`src/rtl/mbtrain_sb_msg_launcher_if.sv`:
```
// Handshake/status bundle between the MBTRAIN wrapper mux, the launcher and the sideband encoder.
// Adds o_timeout when SB_LAUNCH_TIMEOUT_EN is defined.
interface mbtrain_sb_msg_launcher_if #(
  parameter int unsigned DEPTH = 4
);
  localparam int unsigned LW = $clog2(DEPTH) + 1;

  logic          i_en;
  logic [3:0]    i_msg;
  logic          i_msg_valid;
  logic          i_sb_busy;
  logic [3:0]    o_sb_msg;
  logic          o_sb_req;
  logic          o_falling_edge_busy;
  logic          o_full;
  logic          o_empty;
  logic          o_overflow;
  logic [LW-1:0] o_level;
`ifdef SB_LAUNCH_TIMEOUT_EN
  logic          o_timeout;
`endif

  modport master (
    output i_en, i_msg, i_msg_valid, i_sb_busy,
    input  o_sb_msg, o_sb_req, o_falling_edge_busy, o_full, o_empty, o_overflow, o_level
`ifdef SB_LAUNCH_TIMEOUT_EN
    , input o_timeout
`endif
  );

  modport slave (
    input  i_en, i_msg, i_msg_valid, i_sb_busy,
    output o_sb_msg, o_sb_req, o_falling_edge_busy, o_full, o_empty, o_overflow, o_level
`ifdef SB_LAUNCH_TIMEOUT_EN
    , output o_timeout
`endif
  );
endinterface

```
`src/rtl/mbtrain_sb_msg_launcher.sv`:
```
// Buffers MBTRAIN sideband message codes and launches them one at a time over a req/busy handshake.
// Optional WAIT_HI watchdog enabled by defining SB_LAUNCH_TIMEOUT_EN.
module mbtrain_sb_msg_launcher #(
  parameter int unsigned DEPTH = 4
`ifdef SB_LAUNCH_TIMEOUT_EN
  , parameter int unsigned TIMEOUT_CYCLES = 255
`endif
) (
  input logic                    clk,
  input logic                    rst_n,
  mbtrain_sb_msg_launcher_if.slave io_bus
);
  localparam int unsigned PW = $clog2(DEPTH);
  localparam int unsigned LW = PW + 1;
  localparam logic [PW-1:0] PtrOne  = PW'(1);
  localparam logic [LW-1:0] LvlOne  = LW'(1);
  localparam logic [LW-1:0] LvlFull = LW'(DEPTH);

  typedef enum logic [1:0] {StIdle, StIssue, StWaitHi, StWaitLo} state_e;

  state_e        r_state;
  logic [3:0]    r_mem [DEPTH];
  logic [PW-1:0] r_wr_ptr, r_rd_ptr;
  logic [LW-1:0] r_level;
  logic [3:0]    r_sb_msg;
  logic          r_sb_req, r_busy_d, r_fall, r_overflow;
  logic          w_full, w_empty, w_pop, w_push_req, w_push;

`ifdef SB_LAUNCH_TIMEOUT_EN
  localparam int unsigned CW = ($clog2(TIMEOUT_CYCLES + 1) > 8) ? $clog2(TIMEOUT_CYCLES + 1) : 8;
  localparam logic [CW-1:0] CntLast = CW'(TIMEOUT_CYCLES - 1);
  logic [CW-1:0] r_to_cnt;
  logic          r_timeout;
  assign io_bus.o_timeout = r_timeout;
`endif

  assign w_full     = (r_level == LvlFull);
  assign w_empty    = (r_level == '0);
  assign w_pop      = (r_state == StIssue);
  assign w_push_req = io_bus.i_en && io_bus.i_msg_valid && (io_bus.i_msg != 4'h0);
  // A pop in the same cycle frees the slot, so a push into a full FIFO is still taken.
  assign w_push     = w_push_req && (!w_full || w_pop);

  always_ff @(posedge clk) begin
    if (w_push) r_mem[r_wr_ptr] <= io_bus.i_msg;
  end

  always_ff @(posedge clk or negedge rst_n) begin
    if (!rst_n) begin
      r_busy_d <= 1'b0;
      r_fall   <= 1'b0;
    end else begin
      r_busy_d <= io_bus.i_sb_busy;
      r_fall   <= io_bus.i_en && r_busy_d && !io_bus.i_sb_busy;
    end
  end

  always_ff @(posedge clk or negedge rst_n) begin
    if (!rst_n) begin
      r_state    <= StIdle;
      r_wr_ptr   <= '0;
      r_rd_ptr   <= '0;
      r_level    <= '0;
      r_sb_msg   <= 4'h0;
      r_sb_req   <= 1'b0;
      r_overflow <= 1'b0;
`ifdef SB_LAUNCH_TIMEOUT_EN
      r_to_cnt   <= '0;
      r_timeout  <= 1'b0;
`endif
    end else if (!io_bus.i_en) begin
      r_state    <= StIdle;
      r_wr_ptr   <= '0;
      r_rd_ptr   <= '0;
      r_level    <= '0;
      r_sb_msg   <= 4'h0;
      r_sb_req   <= 1'b0;
      r_overflow <= 1'b0;
`ifdef SB_LAUNCH_TIMEOUT_EN
      r_to_cnt   <= '0;
      r_timeout  <= 1'b0;
`endif
    end else begin
      r_sb_req <= 1'b0;
      if (w_push) r_wr_ptr <= r_wr_ptr + PtrOne;
      if (w_pop)  r_rd_ptr <= r_rd_ptr + PtrOne;
      if (w_push_req && w_full && !w_pop) r_overflow <= 1'b1;
      case ({w_push, w_pop})
        2'b10:   r_level <= r_level + LvlOne;
        2'b01:   r_level <= r_level - LvlOne;
        default: r_level <= r_level;
      endcase

      case (r_state)
        StIdle: begin
          if (!w_empty && !io_bus.i_sb_busy) begin
            r_state  <= StIssue;
            r_sb_req <= 1'b1;
            r_sb_msg <= r_mem[r_rd_ptr];
          end
        end
        StIssue: begin
          r_state <= StWaitHi;
`ifdef SB_LAUNCH_TIMEOUT_EN
          r_to_cnt <= '0;
`endif
        end
        StWaitHi: begin
          if (io_bus.i_sb_busy) begin
            r_state <= StWaitLo;
`ifdef SB_LAUNCH_TIMEOUT_EN
          end else if (r_to_cnt == CntLast) begin
            // Encoder never acknowledged: drop the message, no retry.
            r_state   <= StIdle;
            r_timeout <= 1'b1;
          end else begin
            r_to_cnt <= r_to_cnt + 1'b1;
`endif
          end
        end
        StWaitLo: begin
          if (!io_bus.i_sb_busy) r_state <= StIdle;
        end
        default: r_state <= StIdle;
      endcase
    end
  end

  assign io_bus.o_sb_msg            = r_sb_msg;
  assign io_bus.o_sb_req            = r_sb_req;
  assign io_bus.o_falling_edge_busy = r_fall;
  assign io_bus.o_full              = w_full;
  assign io_bus.o_empty             = w_empty;
  assign io_bus.o_overflow          = r_overflow;
  assign io_bus.o_level             = r_level;

endmodule

```
`src/flat_wrapper.sv`:
```
// flat-port wrapper written by rule: the top's interface ports become plain ports
module mbtrain_sb_msg_launcher_flat 
#(
  parameter int unsigned DEPTH = 4

)
  (clk, rst_n, io_bus_i_en, io_bus_i_msg, io_bus_i_msg_valid, io_bus_i_sb_busy, io_bus_o_sb_msg, io_bus_o_sb_req, io_bus_o_falling_edge_busy, io_bus_o_full, io_bus_o_empty, io_bus_o_overflow, io_bus_o_level);
  mbtrain_sb_msg_launcher_if #(.DEPTH(DEPTH)) io_bus_i ();
  input logic clk;
  input logic rst_n;
  input wire logic [$bits(io_bus_i.i_en)-1:0] io_bus_i_en;
  input wire logic [$bits(io_bus_i.i_msg)-1:0] io_bus_i_msg;
  input wire logic [$bits(io_bus_i.i_msg_valid)-1:0] io_bus_i_msg_valid;
  input wire logic [$bits(io_bus_i.i_sb_busy)-1:0] io_bus_i_sb_busy;
  output wire logic [$bits(io_bus_i.o_sb_msg)-1:0] io_bus_o_sb_msg;
  output wire logic [$bits(io_bus_i.o_sb_req)-1:0] io_bus_o_sb_req;
  output wire logic [$bits(io_bus_i.o_falling_edge_busy)-1:0] io_bus_o_falling_edge_busy;
  output wire logic [$bits(io_bus_i.o_full)-1:0] io_bus_o_full;
  output wire logic [$bits(io_bus_i.o_empty)-1:0] io_bus_o_empty;
  output wire logic [$bits(io_bus_i.o_overflow)-1:0] io_bus_o_overflow;
  output wire logic [$bits(io_bus_i.o_level)-1:0] io_bus_o_level;
  assign io_bus_i.i_en = io_bus_i_en;
  assign io_bus_i.i_msg = io_bus_i_msg;
  assign io_bus_i.i_msg_valid = io_bus_i_msg_valid;
  assign io_bus_i.i_sb_busy = io_bus_i_sb_busy;
  assign io_bus_o_sb_msg = io_bus_i.o_sb_msg;
  assign io_bus_o_sb_req = io_bus_i.o_sb_req;
  assign io_bus_o_falling_edge_busy = io_bus_i.o_falling_edge_busy;
  assign io_bus_o_full = io_bus_i.o_full;
  assign io_bus_o_empty = io_bus_i.o_empty;
  assign io_bus_o_overflow = io_bus_i.o_overflow;
  assign io_bus_o_level = io_bus_i.o_level;
  mbtrain_sb_msg_launcher #(.DEPTH(DEPTH)) u_core (.clk(clk), .rst_n(rst_n), .io_bus(io_bus_i));
endmodule
```
`config.mk`:
```
export PLATFORM = sky130hd
export DESIGN_NAME = mbtrain_sb_msg_launcher_flat
export DESIGN_NICKNAME = d
export VERILOG_FILES = /design/src/rtl/mbtrain_sb_msg_launcher_if.sv /design/src/rtl/mbtrain_sb_msg_launcher.sv /design/src/flat_wrapper.sv
export SDC_FILE = /design/constraint.sdc
export NUM_CORES = 1
export LEC_CHECK = 0
export CAP_MARGIN = 20
export CORE_MARGIN = 1
export CORE_UTILIZATION = 35
export CTS_BUF_LIST = sky130_fd_sc_hd__clkbuf_4 sky130_fd_sc_hd__clkbuf_8
export DETAILED_ROUTE_END_ITERATION = 6
export GPL_ROUTABILITY_DRIVEN = 0
export MAX_ROUTING_LAYER = met4
export SYNTH_ARGS = -nofsm -noshare
export SYNTH_HDL_FRONTEND = slang
export SYNTH_SLANG_ARGS = --single-unit
export TNS_END_PERCENT = 100
```
`constraint.sdc`:
```
create_clock -name clk -period 4 [get_ports clk]
set_input_delay 0.4 -clock clk [delete_from_list [all_inputs] [get_ports clk]]
set_output_delay 0.4 -clock clk [all_outputs]
set_load 0.005 [all_outputs]
```
After elaboration in Yosys (flattened, before gate mapping). Memories as Yosys holds them, arrays and structs flattened. Index checks and enable logic that the tools add are counted.

Logic and storage cells: 68. Register bits: 17. Memory bits (writable): 16. Memories kept: 1. Input bits: 9.

Memories: u_core.r_mem (depth 4, bits a word 4, rd ports 1, clocked after Yosys merged registers in 0, write ports 1, RTL line mbtrain_sb_msg_launcher.sv:22) `logic [3:0] r_mem [DEPTH];`.

Multiplexer cells: 21. Add/subtract/negate cells: 4. Reductions and logical operators: 18. Eq/ne operators: 15.

Operators by type and width (count): $mux 2 (8); $mux 4 (3); $ne 2x1->1 const B (5); $logic_and 1x1->1 (8); $pmux 2 s4 (1); $mux 1 (7); $eq 2x2->1 const B (3); $ne 3x3->1 const B (2); $pmux 3 s2 (1); $add 2x1->2 const B (2); $eq 2x1->1 const B (2); $logic_not 1->1 (4); $reduce_bool 4->1 (1); $add 3x1->3 const B (1); $eq 3x3->1 const B (1); $logic_not 3->1 (1); $mux 3 (1); $ne 3x1->1 const B (1); $ne 3x2->1 const B (1); $reduce_and 3->1 (1); $sub 3x1->3 const B (1); $logic_not 2->1 (1); $reduce_and 2->1 (1); $logic_or 1x1->1 (1).

Longest topological paths before layout.
Depth in word-level cells: 7. Gate-level depth with buffers: 8.

Worst setup path after synthesis. OpenSTA, ideal clock, no wires.

Path type: register -> register. Start: register u_core.r_state[1]. End: register u_core.r_level[2] (netlist: u_core.io_bus.o_level[2]). Clock period less this slack: 1.851 ns. Data arrival time: 1.771 ns. Stages on the path, launching flop included: 9. Setup slack: 2.149 ns. Data required time: 3.921 ns. Setup time: 0.079 ns. Cells stage by stage: dfrtp_1 inv_1 ha_1 buf_2 o21ai_2 fa_1 nor3_1 a2bb2o_4 mux2i_1.

Word-level cells in the longest chain between the ends: 6.

RTL lines: start: declaration (RTL line mbtrain_sb_msg_launcher.sv:21) `state_e r_state;`; start signal: assignment (RTL line mbtrain_sb_msg_launcher.sv:60) `r_state <= StIdle;`; start signal: assignment (RTL line mbtrain_sb_msg_launcher.sv:72) `r_state <= StIdle;`; start signal: assignment (RTL line mbtrain_sb_msg_launcher.sv:97) `r_state <= StIssue;`; $eq 2x1->1 * (RTL line mbtrain_sb_msg_launcher.sv:39) `assign w_pop = (r_state == StIssue);`; $logic_or 1x1->1 (RTL line mbtrain_sb_msg_launcher.sv:42) `assign w_push = w_push_req && (!w_full || w_pop);`; $logic_and 1x1->1 (RTL line mbtrain_sb_msg_launcher.sv:42); $eq 2x1->1 / $eq 2x2->1 (equally long branches) (RTL line mbtrain_sb_msg_launcher.sv:88) `case ({w_push, w_pop})`; $pmux 3 s2 (RTL line mbtrain_sb_msg_launcher.sv:88); $mux 3 (RTL line mbtrain_sb_msg_launcher.sv:71) `end else if (!io_bus.i_en) begin`; end signal: assignment (RTL line mbtrain_sb_msg_launcher.sv:89) `2'b10: r_level <= r_level + LvlOne;`; end signal: assignment (RTL line mbtrain_sb_msg_launcher.sv:90) `2'b01: r_level <= r_level - LvlOne;`; end signal: assignment (RTL line mbtrain_sb_msg_launcher.sv:91) `default: r_level <= r_level;`; end: declaration (RTL line mbtrain_sb_msg_launcher.sv:24) `logic [LW-1:0] r_level;`.

Every way passes the cells marked *; elsewhere a longest branch is shown, timed or not. A chain may end at the register's enable or synchronous reset.

Final worst setup path.
Start: input io_bus_i_msg[3]. End: register u_core.r_level[2] (netlist: u_core.io_bus.o_level[2]).

Word-level cells in the longest chain between the ends: 6.

RTL lines: start: declaration (RTL line flat_wrapper.sv:12) `input wire logic [$bits(io_bus_i.i_msg)-1:0] io_bus_i_msg;`; $reduce_bool 4->1 * (RTL line mbtrain_sb_msg_launcher.sv:40) `assign w_push_req = io_bus.i_en && io_bus.i_msg_valid && (io_bus.i_msg != 4'h0);`; $logic_and 1x1->1 * (RTL line mbtrain_sb_msg_launcher.sv:40); $logic_and 1x1->1 * (RTL line mbtrain_sb_msg_launcher.sv:42); $eq 2x1->1 / $eq 2x2->1 (equally long branches) (RTL line mbtrain_sb_msg_launcher.sv:88); $pmux 3 s2 (RTL line mbtrain_sb_msg_launcher.sv:88); $mux 3 (RTL line mbtrain_sb_msg_launcher.sv:71).

Marked as above.

==> run summary <==
* completed — run status
* 16 — EDFF count, synth
* 0 — count of yosys warnings during synthesis
* 35.4% — part of the total power dissipated in combinational logic
* 24 — placement row count
* 35 — Unique masters post-synth
* 25.7% — part of the total power dissipated in the clock network
* 69.7 µm — y dimension of the die
* u_core.io_bus.o_level[2]$_DFFE_PN0P_ — worst r2r dst
* 2.49 ns — critical path data arrival time
* 5 — maximum net fanout on the critical path
* 1960 µm — estimated wirelength of the detail-placed design
* 1600 µm² — Cell Area, Synth
* 0 — post-cts sizing count
* u_core.io_bus.o_overflow$_DFFE_PN0P_ — hold endpoint
* 1.71 ns — final setup slack of the worst path
* reg -> reg — path class of the lowest-slack min-delay path
* 14.5 µm — average detailed-routed wire length per instance
* 13.2% — overall track demand over capacity in global routing
* u_core.r_state[1]$_DFFE_PN0P_ — R2R Path Start
* 5 — total clock buffers created by CTS
* 7 — logic depth of the worst register-to-register path
* 0.757 nW — leakage
* 154 — nets
* 616 nW/µm² — power density relative to cell area
* 0 — Max-Cap Viols
* 4380 µm² — area of the core
* 0 — # diodes
* 0 — setup-violating endpoint count in the final report
* 4860 µm² — total die area
* 188 — post-route non-filler standard cell count
* 1 — cell depth of the worst min-delay path
* 112 — cell count after synthesis
* no — RSZ-0062 raised after global routing
* 47.2% — Slew headroom
* 0 — postcts setup bufs
* 17.6% — fraction of layout cells with a size suffix above 1
* 0 — Hold Fails Final Rpt
* io_bus_i_msg[3] — start point of the critical path
* 0 — max-slew violation count
* 4 — router iterations before antenna repair
* 0.28 ns — latest clock arrival within the worst-skew pair
* 30 — 1st-iter DRT viols
* yes — clock tree from TritonCTS
* 14.3 µm² — average cell area after synthesis
* 51.5% — share of async-settable or async-resettable flops after synthesis
* 4700 µm — first-pass GRT wire length
* 0 — global route overflow
* 916 — vias post-DR
* 4.87 — Via density
* 38.9% — sequential share of power
* 437 MHz — peak clock frequency supported by timing
* u_core.io_bus.o_overflow$_DFFE_PN0P_ — startpoint of the worst hold path
* sky130_fd_sc_hd__clkdlybuf4s50_1, sky130_fd_sc_hd__dfrtp_1, sky130_fd_sc_hd__edfxtp_1 — commonest non-fill, non-tap cells in the layout
* 0.07 ns — clock transition at the registers of the reported paths
* 56.5% — fraction of the yosys area taken by sequential cells
* 2 — H-tree lvl count
* 131 — Synth Net Count
* sky130_fd_sc_hd__dfrtp_1 — top_reg_cell synth
* 20 — IO buf count
* 69.7 µm — Horiz. Die Dim
* flop — element type at the critical path end
* 44.7% — post-layout utilization of the core
* 2 — deepest clock path buffer count
* 371 µW — NetSw
* sky130_fd_sc_hd__clkbuf_8 — CTS root buffer
* 1.84 ns — minimum setup slack among reg-to-reg paths
* 21 — I/O pin cnt
* 0.789 ns — transition time of the tightest slew-check pin
* 4.20 ns — CP Data Required Time
* 22.1% — area growth from synthesis to layout
* 2730 µm — Post-Route WL
* 836 µW — Internal Pwr Total
* 0.00447 ns — post-route clock skew
* 986 — number of global-route vias before repair
* 2.29 ns — post-layout minimum cycle time
* input port — Worst Setup Start Kind
* 36.6% — starting density of the core
* 0 ns — sum of negative setup slack
* 0 — number of remaining DRC errors
* 0 — initial antenna violation count
* 57.1% — post-route fraction of the period consumed by the critical path
* 30.7% — switching power share of the total
* 18 — pin count of the biggest net entering global routing
* sky130_fd_sc_hd__clkdlybuf4s50_1 — most common cell after layout, fill and taps aside
* 33 — FF+latch count, synth
* 180 — instance count after placement with tap cells included
* 0.000252 V — Max IR drop VDD
* 0 — CTS hold repair buffers
* in -> reg — worst setup path class
* 33 — total number of clock tree sinks
* 1.45 ns — Worst Setup Slack post-DPL
* 0 — number of antenna-violating nets in the routed design
==> synth_stat cells (2+ instances only) <==
library cell	count	area share, %
sky130_fd_sc_hd__buf_2	2	0.62
sky130_fd_sc_hd__inv_1	8	1.9
sky130_fd_sc_hd__mux2i_1	6	3.7
sky130_fd_sc_hd__and2_1	5	2.0
sky130_fd_sc_hd__nand2_1	5	1.2
sky130_fd_sc_hd__xor2_1	2	1.1
sky130_fd_sc_hd__nor3_2	2	1.2
sky130_fd_sc_hd__dfrtp_1	17	27
sky130_fd_sc_hd__ha_1	9	7.0
sky130_fd_sc_hd__mux4_2	4	5.6
sky130_fd_sc_hd__nor2_1	11	2.6
sky130_fd_sc_hd__o32ai_2	2	2.0
sky130_fd_sc_hd__xnor2_1	2	1.1
sky130_fd_sc_hd__edfxtp_1	16	30
==> cells by family (layout without fill, tap and decap cells) <==
logic type | Yosys count | in the layout | synth area share, %
AND/OR/NAND/NOR | 33 | 33 | 13.4
multiplexers | 11 | 11 | 10.3
adder cells (fa/ha/maj) | 10 | 10 | 8.27
XOR/XNOR | 4 | 4 | 2.18
buffers and inverters | 12 | 36 | 3.20
AO/OA/AOI/OAI | 9 | 9 | 6.16
flip-flops | 33 | 33 | 56.5
==> layer usage <==
| layer | GRT usage, % | routed length, µm |
|---|---|---|
| met3 | 3.49 | 84 |
| met2 | 20.7 | 1360 |
| met4 | 6.00 | 53 |
| met1 | 16.0 | 1230 |
| met5 | - | 0 |
==> flip-flops by register name (all words and copies together) (netlist names) <==
name	count
u_core.io_bus.o_level	3
u_core.io_bus.o_sb_msg	4
u_core.r_mem	16
u_core.r_rd_ptr	2
u_core.io_bus.o_falling_edge_busy	1
u_core.io_bus.o_overflow	1
u_core.r_wr_ptr	2
u_core.io_bus.o_sb_req	1
u_core.r_state	2
u_core.r_busy_d	1
==> how the worst max path moves through the flow <==
stage                                                       to  slack (ns)  depth (start not counted)
after global placement    u_core.io_bus.o_level[2]$_DFFE_PN0P_        1.56                          7
after CTS                 u_core.io_bus.o_level[2]$_DFFE_PN0P_        1.73                          7
after detailed placement  u_core.io_bus.o_level[2]$_DFFE_PN0P_        1.45                          7
after global routing      u_core.io_bus.o_level[2]$_DFFE_PN0P_        1.58                          7
after floorplan           u_core.io_bus.o_level[2]$_DFFE_PN0P_        2.15                          8
final                     u_core.io_bus.o_level[2]$_DFFE_PN0P_        1.71                          7
==> cell type report <==
type | count | area, µm²
fill | 398 | 2430
sequential | 33 | 906
multi-input combinational | 67 | 647
timing repair buffer | 20 | 200
clock buffer | 6 | 76.3
tap | 52 | 65.1
clock inverter | 2 | 33.8
inverter | 8 | 30.0
==> stage by stage <==
stage               cell area [µm²]  hold WS, ns  power, mW
floorplan                      1600        0.104      0.754
global placement               1850        0.499      0.888
detailed placement             1850        0.508      0.904
CTS                            1960        0.523       1.22
global route                   1960        0.556       1.28
finish                         1960        0.520       1.21
==> critical path, cell delays in order <==
cell and delay [ns]:
sky130_fd_sc_hd__clkdlybuf4s50_1 0.50, sky130_fd_sc_hd__nor4_4 0.43, sky130_fd_sc_hd__o21ai_2 0.13, sky130_fd_sc_hd__fa_1 0.41, sky130_fd_sc_hd__nor3_1 0.28, sky130_fd_sc_hd__a2bb2o_4 0.17
sky130_fd_sc_hd__mux2i_1 0.17
==> power groups by stage <==
stage / registers [mW] / clock network [mW] / logic [mW]
6_report: 0.470 / 0.310 / 0.427
5_1_grt: 0.481 / 0.328 / 0.471
4_1_cts: 0.472 / 0.315 / 0.431
3_5_place_dp: 0.479 / 0 / 0.425
3_3_place_gp: 0.474 / 0 / 0.414
2_1_floorplan: 0.456 / 0 / 0.298
No activity file was read; power rests on OpenSTA's default activity.
